## src/rtl/color_scan_sequencer.sv

```systemverilog
// Single-FSM TCS3200 scan controller: steps the filter through blue, green, red and clear, counts
// sensor edges per gate window, weights each count and classifies the dominant colour.
module color_scan_sequencer #(
  parameter int unsigned GATE_CYCLES   = 6250000,
  parameter int unsigned SETTLE_CYCLES = 1000,
  parameter int unsigned CNT_W         = 16,
  parameter int unsigned W_BLUE        = 30,
  parameter int unsigned W_GREEN       = 35,
  parameter int unsigned W_RED         = 21,
  parameter int unsigned W_CLEAR       = 12
) (
  input  logic              clock,
  input  logic              reset,
  input  logic              start,
  input  logic              colorsignal,
  output logic              S2,
  output logic              S3,
  output logic [CNT_W+5:0]  blue_val,
  output logic [CNT_W+5:0]  green_val,
  output logic [CNT_W+5:0]  red_val,
  output logic [CNT_W+5:0]  clear_val,
  output logic [2:0]        color_code,
  output logic              valid,
  output logic              busy
);

  localparam int unsigned ValW = CNT_W + 6;
  localparam logic [CNT_W-1:0] CntMax = {CNT_W{1'b1}};

  typedef enum logic [2:0] {StIdle, StSettle, StGate, StStore, StDecide} state_e;
  typedef enum logic [1:0] {ChBlue, ChGreen, ChRed, ChClear} chan_e;

  state_e            state_q, state_d;
  chan_e             chan_q, chan_d;
  logic [31:0]       timer_q, timer_d;
  logic              sync1_q, sync2_q, hist_q, edge_det;
  logic [CNT_W-1:0]  cnt_q, cnt_d;
  logic [5:0]        weight;
  logic [ValW-1:0]   product;
  logic [ValW-1:0]   hold_q [4];
  logic [ValW-1:0]   blue_q, green_q, red_q, clear_q;
  logic [2:0]        code_q, code_d;
  logic              valid_q;

  // State register
  always_ff @(posedge clock or posedge reset) begin
    if (reset) begin
      state_q <= StIdle;
      chan_q  <= ChBlue;
      timer_q <= '0;
    end else begin
      state_q <= state_d;
      chan_q  <= chan_d;
      timer_q <= timer_d;
    end
  end

  // Next-state logic
  always_comb begin
    state_d = state_q;
    chan_d  = chan_q;
    timer_d = timer_q;
    unique case (state_q)
      StIdle: begin
        if (start) begin
          state_d = StSettle;
          chan_d  = ChBlue;
          timer_d = '0;
        end
      end
      StSettle: begin
        if (timer_q == SETTLE_CYCLES - 32'd1) begin
          state_d = StGate;
          timer_d = '0;
        end else begin
          timer_d = timer_q + 32'd1;
        end
      end
      StGate: begin
        if (timer_q == GATE_CYCLES - 32'd1) begin
          state_d = StStore;
          timer_d = '0;
        end else begin
          timer_d = timer_q + 32'd1;
        end
      end
      StStore: begin
        if (chan_q == ChClear) begin
          state_d = StDecide;
        end else begin
          state_d = StSettle;
          chan_d  = chan_e'(chan_q + 2'd1);
        end
      end
      StDecide: begin
        chan_d  = ChBlue;
        state_d = start ? StSettle : StIdle;
      end
      default: state_d = StIdle;
    endcase
  end

  // Outputs: filter select follows the registered channel, so it only moves on SETTLE/IDLE entry
  always_comb begin
    busy = (state_q != StIdle);
    unique case (chan_q)
      ChBlue:  {S2, S3} = 2'b01;
      ChGreen: {S2, S3} = 2'b11;
      ChRed:   {S2, S3} = 2'b00;
      ChClear: {S2, S3} = 2'b10;
      default: {S2, S3} = 2'b01;
    endcase
  end

  assign edge_det = sync2_q & ~hist_q;

  always_comb begin
    cnt_d = cnt_q;
    if (state_q == StGate) begin
      if (edge_det && (cnt_q != CntMax)) cnt_d = cnt_q + 1'b1;
    end else begin
      cnt_d = '0;
    end
  end

  always_comb begin
    unique case (chan_q)
      ChBlue:  weight = 6'(W_BLUE);
      ChGreen: weight = 6'(W_GREEN);
      ChRed:   weight = 6'(W_RED);
      ChClear: weight = 6'(W_CLEAR);
      default: weight = '0;
    endcase
  end

  assign product = ValW'(cnt_q) * ValW'(weight);

  // Strict maximum wins; any tie for the top falls through to 4
  always_comb begin
    logic [ValW-1:0] b, g, r, c;
    b = hold_q[ChBlue];
    g = hold_q[ChGreen];
    r = hold_q[ChRed];
    c = hold_q[ChClear];
    if (r > g && r > b && r > c)      code_d = 3'd1;
    else if (g > r && g > b && g > c) code_d = 3'd2;
    else if (b > r && b > g && b > c) code_d = 3'd3;
    else                              code_d = 3'd4;
  end

  always_ff @(posedge clock or posedge reset) begin
    if (reset) begin
      sync1_q <= 1'b0;
      sync2_q <= 1'b0;
      hist_q  <= 1'b0;
      cnt_q   <= '0;
      for (int i = 0; i < 4; i++) hold_q[i] <= '0;
      blue_q  <= '0;
      green_q <= '0;
      red_q   <= '0;
      clear_q <= '0;
      code_q  <= '0;
      valid_q <= 1'b0;
    end else begin
      sync1_q <= colorsignal;
      sync2_q <= sync1_q;
      hist_q  <= sync2_q;
      cnt_q   <= cnt_d;
      if (state_q == StStore) hold_q[chan_q] <= product;
      if (state_q == StDecide) begin
        blue_q  <= hold_q[ChBlue];
        green_q <= hold_q[ChGreen];
        red_q   <= hold_q[ChRed];
        clear_q <= hold_q[ChClear];
        code_q  <= code_d;
      end
      valid_q <= (state_q == StDecide);
    end
  end

  assign blue_val   = blue_q;
  assign green_val  = green_q;
  assign red_val    = red_q;
  assign clear_val  = clear_q;
  assign color_code = code_q;
  assign valid      = valid_q;

endmodule

```

## config.mk

```make
export PLATFORM = sky130hd
export DESIGN_NAME = color_scan_sequencer
export DESIGN_NICKNAME = d
export VERILOG_FILES = /design/src/rtl/color_scan_sequencer.sv
export SDC_FILE = /design/constraint.sdc
export NUM_CORES = 1
export LEC_CHECK = 0
export CORE_MARGIN = 1
export CORE_UTILIZATION = 30
export CTS_CLUSTER_SIZE = 8
export DETAILED_ROUTE_END_ITERATION = 16
export DONT_BUFFER_PORTS = 1
export HOLD_SLACK_MARGIN = 0.08
export SETUP_SLACK_MARGIN = 0.5
export SLEW_MARGIN = 20
export SYNTH_ARGS = -nofsm -noshare
export SYNTH_HDL_FRONTEND = slang
export SYNTH_SLANG_ARGS = --single-unit
```

## constraint.sdc

```tcl
create_clock -name clock -period 17.77 [get_ports clock]
set_input_delay 3.554 -clock clock [delete_from_list [all_inputs] [get_ports clock]]
set_output_delay 3.554 -clock clock [all_outputs]
set_load 0.05 [all_outputs]
```

==> impl_metrics.ini, run 1 <==
[flow_run]
drv_cap = 0

[critical_path]
rr_startpoint = chan_q[0]
critPathRequiredTime_ns = 18.15
arrival_ns = 6.91
rr_endpoint = hold_q[86]
r2r_slack_ns = 11.24
path_max_fanout = 19
cp-end-kind = flop
ff2ff_path_depth = 18
startpoint_type = flop
path_class = reg -> reg

[place]
dp_hpwl_mm = 30.46
io_buffers = 0
gp_congestion = 0.8598

[cells_and_area]
drive_gt1_share_pct = 5.263
post-route-util_pct = 33.96
seq_area_um2 = 5906
multi_input_area_um2 = 8742
nets = 1896
area_growth_pct = 10.83
antenna_cells = 0
nFillCells = 5120

[timing]
final_max_slew_viol_count = 0
period_share_pct = 36.75
finClkSkew_ns = 0.01764
timing.hold.ws_ns = 0.3531
relSlewSlack_pct = 29.85
tns_ns = 0
worst_pin_slew_ns = 1.048
rsz0062_at_grt = no
hold_violations = 0
max_freq_ghz = 0.1531
setup_viol = 0
layout_min_cycle_time_ns = 6.530

[synth]
synth_nets = 1918
avgSynthCellArea_um2 = 9.182
synth-edff-count = 0
async_flop_share_pct = 100.0
yosysWarningCount = 0
synth_flop_cell = dfrtp_1
ys_top_cells_by_count = nand2_1, dfrtp_1, ha_1
synth_most_common_cell = nand2_1
yosys.area.top_type = dfrtp_1
netlist_area_um2 = 15500
ys_seq_area_share_pct = 38.10
synth_area_leaders = dfrtp_1, ha_1, fa_1
syn-instance-count = 1688
synth_top_cell_area_share_pct = 38.10
synth.distinct_cells = 68
ys_ff_latch = 236

[floorplan]
num_rows = 82
die_width_um = 229.3
io_pins = 99
dieHeight_um = 229.3
fp.dieArea_um2 = 52580
core_area_um2 = 50580
initial_utilization_pct = 30.64

[clocking]
path_clk_slew_ns = 0.05
cts_sinks = 236
clk_latency_ns = 0.54
htree_levels = 2
cts_setup_buffers = 0
tritoncts = done
numCtsBuffers = 36
cts-root-buf = clkbuf_16
max-clock-path-buffers = 3
postCtsHoldBufs = 0
cts_resized = 0

[detailed_routing]
drt_pass1_iterations = 5
wl_per_cell_um = 17.19
met3_length_mm = 2.251
route.top_layer_used = met4
first_iter_violations = 720
drc = 0
drt-vias-per-instance = 4.948
vias = 11600
wl_mm = 40.29
ant_nets = 0
met1_length_mm = 18.51
wl_met2_mm = 18.49

[global_route]
antenna_found_initial = 0
grt_max_degree = 104
grt_overflow = 0
grt_pass1_vias = 11920
grt_use_total_pct = 15.51
grt_pass1_wl_mm = 65.32

[hold_path]
hold_start = sync1_q
min_delay_path_depth = 0
hold_end = sync2_q
hold_path.class = reg -> reg

[power]
power_leakage_nw = 8.139
ir_drop_uv = 43.63
power_w = 0.001210
p_per_area_nw_per_um2 = 70.45

[run_status]
status = finished, final reports clean
-- per-stage QoR --
step	area [µm²]	worst slack, ns	instances
finish	17180	11.24	2344
global route	17180	10.78	2344
CTS	17180	11.30	2344
detailed placement	16140	11.32	2300
global placement	16140	11.49	2300
floorplan	15500	7.741	1688
-- state kept, by name, indices dropped and copies added (netlist names), 2 cells and up --
register    flops
timer_q        32
hold_q         88
color_code      3
cnt_q          16
green_val      22
blue_val       22
red_val        22
state_q         3
clear_val      22
chan_q          2
-- per-layer routing --
layer  track usage, %  up-vias
met2            24.96      232
li1                 -     5634
met4            5.333        0
met1            20.18     5677
met3            3.872       55
met5                0        -
-- cell type report --
cell class	instances	share of cell area, %
multi-input cells	1226	50.89
flip-flops and latches	236	34.38
clock buffers	41	5.717
well taps	672	4.894
inverters	159	3.518
repair buffers	7	0.3059
clock inverters	3	0.2986
-- cell usage in the layout (no fill, tap or decap), types with 26 or more instances in the layout --
cell	count
ha_1	169
nand2_1	273
o21ai_0	158
nand3_1	34
nor3_1	26
nand4_1	30
fa_1	57
inv_1	156
xor2_1	35
and2_1	49
a21oi_1	66
nor2_1	86
clkbuf_16	38
nor2b_1	45
dfrtp_1	236
-- critical path, cell delays in order (launching register included) --
cell and delay (ns):
dfrtp_1 0.72, inv_1 0.26, ha_1 0.28, nor2_1 0.79, or2_2 0.45, and2_1 0.21, fa_1 0.44, fa_1 0.49
inv_1 0.05, fa_1 0.53, inv_1 0.04, ha_1 0.36, nor3_1 0.31, nor3_1 0.11, a221oi_2 0.33, o21ai_1 0.22
o41ai_2 0.34, xor2_1 0.30, o21ai_1 0.12
-- cells by family after synthesis --
group | after synthesis | share of synthesized area [%]
and+or+nand+nor | 613 | 19.26
DFF | 236 | 38.10
adders and majority gates | 226 | 21.00
muxes | 13 | 0.9364
AOI/OAI and AO/OA | 320 | 12.07
buffers and inverters | 226 | 5.578
xor gates and xnor gates | 54 | 3.051
-- how the worst max path moves through the flow --
stage	start	end	slack [ns]	cells past startpoint
after floorplan	reset	blue_val[0]	7.74	1
after global placement	chan_q[0]	hold_q[86]	11.49	18
after detailed placement	chan_q[0]	hold_q[86]	11.32	18
after CTS	chan_q[0]	hold_q[86]	11.30	18
after global routing	chan_q[0]	hold_q[86]	10.78	18
final	chan_q[0]	hold_q[86]	11.24	18
-- power by group --
| part | switching (W) | internal (W) | leakage, nW |
|---|---|---|---|
| Combinational | 0.0000158 | 0.00000509 | 4.37 |
| Clock | 0.000240 | 0.000399 | 0.509 |
| Sequential | 0.00000730 | 0.000543 | 3.26 |
| Total | 0.000263 | 0.000947 | 8.14 |
Power figures use the tool's default switching activity.
==> run 2: changes to the inputs <==
==> constraint.sdc (replaced) <==
create_clock -name clock -period 6.7 [get_ports clock]
set_input_delay 1.34 -clock clock [delete_from_list [all_inputs] [get_ports clock]]
set_output_delay 1.34 -clock clock [all_outputs]
set_load 0.05 [all_outputs]
==> impl_metrics.ini, run 2 (synthesized netlist as in run 1, its figures left out) <==
[cells_and_area]
layout_commonest_cell = nand2_1
stdcell_area_um2 = 17170
seq_area_um2 = 5907
antenna_cells = 0
largest_reg_flops = 88
drive_gt1_share_pct = 5.489
regMostFlops = hold_q
post-route-util_pct = 33.94
final_cell_mix = nand2_1, dfrtp_1, ha_1, o21ai_0, inv_1
top_regs = hold_q: 88 flops, timer_q: 32 flops
nFillCells = 5156
multi_input_area_um2 = 8742
area_growth_pct = 10.75
nets = 1899

[power]
ir_drop_uv = 165.9
p_comb_share_pct = 1.8
power_w = 0.003154
power_leakage_nw = 8.134
p_sw_share_pct = 22.15
p_per_area_nw_per_um2 = 183.7
seqPwrFrac_pct = 46.3
p_sw_w = 0.0006987
cell_internal_pwr_w = 0.002455
pwr-share-clk_pct = 51.9

[global_route]
grt_overflow = 0
grt_max_degree = 134
grt_pass1_vias = 11830
grt_pass1_wl_mm = 64.52
grt_use_total_pct = 15.34
antenna_found_initial = 0

[timing]
max_freq_ghz = 0.1769
setup_viol = 0
period_share_pct = 84.39
hold_violations = 0
relSlewSlack_pct = 39.08
layout_min_cycle_time_ns = 5.654
finClkSkew_ns = 0.01477
rsz0062_at_grt = no
final_max_slew_viol_count = 0
worst_pin_slew_ns = 0.9138
tns_ns = 0

[hold_path]
hold_path.class = reg -> reg

[detailed_routing]
wl_mm = 39.71
vias = 11580
wl_per_cell_um = 16.91
drt_pass1_iterations = 5
drc = 0
ant_nets = 0
drt-vias-per-instance = 4.930
first_iter_violations = 704

[critical_path]
arrival_ns = 6.04
critPathRequiredTime_ns = 7.09
path_max_fanout = 19
cp-end-kind = flop
path_class = reg -> reg
startpoint_type = flop

[clocking]
cts_setup_buffers = 0
max-clock-path-buffers = 3
tritoncts = done
numCtsBuffers = 36
cts-root-buf = clkbuf_16
htree_levels = 2
clk_latency_ns = 0.54
path_clk_slew_ns = 0.05
cts_sinks = 236

[place]
dp_hpwl_mm = 30.37
gp_congestion = 0.8893
io_buffers = 0
post_dp_cell_area_um2 = 16170

[floorplan]
dieHeight_um = 229.3
die_width_um = 229.3
initial_utilization_pct = 30.64
core_area_um2 = 50580
io_pins = 99
num_rows = 82
fp.dieArea_um2 = 52580

[run_status]
status = finished, final reports clean

[flow_run]
drv_cap = 0
[run 2: area by class of cell]
cell class,instances,area share [%]
tap,672,4.898
clock inverter,4,0.1603
timing repair buffer,10,0.5102
clock buffer,41,5.598
sequential,236,34.41
inverter,159,3.499
multi-input combinational,1226,50.93
[run 2: through the flow]
step                cells  setup WS, ns  hold slack [ns]
finish               2348         1.046           0.3635
global route         2348        0.6209           0.3764
CTS                  2348        0.7881           0.3626
detailed placement   2303        0.8186           0.3511
global placement     2303        0.9905           0.3408
floorplan            1688         1.229           0.3312
[run 2: critical path, stage by stage, from the launching register on]
cell       delay [ns]
dfrtp_2          0.55
inv_1            0.23
ha_1             0.21
nor2_1           0.05
buf_4            0.20
or2_2            0.43
and2_1           0.23
fa_1             0.50
inv_1            0.05
fa_1             0.46
fa_1             0.54
inv_1            0.04
ha_1             0.34
a21oi_1          0.26
o2111ai_1        0.18
a21oi_1          0.35
o211ai_1         0.19
and3_1           0.20
a211oi_1         0.41
o21ai_1          0.10
[run 2: power by group through the flow]
| stage | registers, W | logic [W] | clock network, W |
|---|---|---|---|
| 2_1_floorplan | 0.00147 | 0.0000507 | 0 |
| 3_3_place_gp | 0.00148 | 0.0000568 | 0 |
| 3_5_place_dp | 0.00148 | 0.0000582 | 0 |
| 4_1_cts | 0.00146 | 0.0000587 | 0.00169 |
| 5_1_grt | 0.00146 | 0.0000664 | 0.00174 |
| 6_report | 0.00146 | 0.0000562 | 0.00164 |
[run 2: worst paths after layout]
kind | from | cells after the start | slack, ns | to
setup / recovery | chan_q[0] | 19 | 1.05 | hold_q[21]
hold / removal | sync1_q | 0 | 0.36 | sync2_q
setup reg to reg | chan_q[0] | 19 | 1.05 | hold_q[21]
hold reg to reg | sync1_q | 0 | 0.36 | sync2_q
max in group asynchronous | reset | 3 | 4.57 | chan_q[0]
min in group asynchronous | reset | 2 | 0.84 | green_val[8]
[run 2: layer usage]
metal | global-route usage, % | wire (µm) | up-vias
met3 | 3.835 | 2183 | 57
met4 | 5.083 | 1104 | 0
met2 | 24.55 | 18100 | 224
met1 | 20.14 | 18320 | 5631
met5 | 0 | 0 | -
li1 | - | - | 5663
[run 2: repair_timing]
item | CTS | global route
gates resized for setup | 0 | 1
endpoints found under the hold margin | 0 | 0
hold buffers | 0 | 0
setup endpoints to repair | 0 | 19
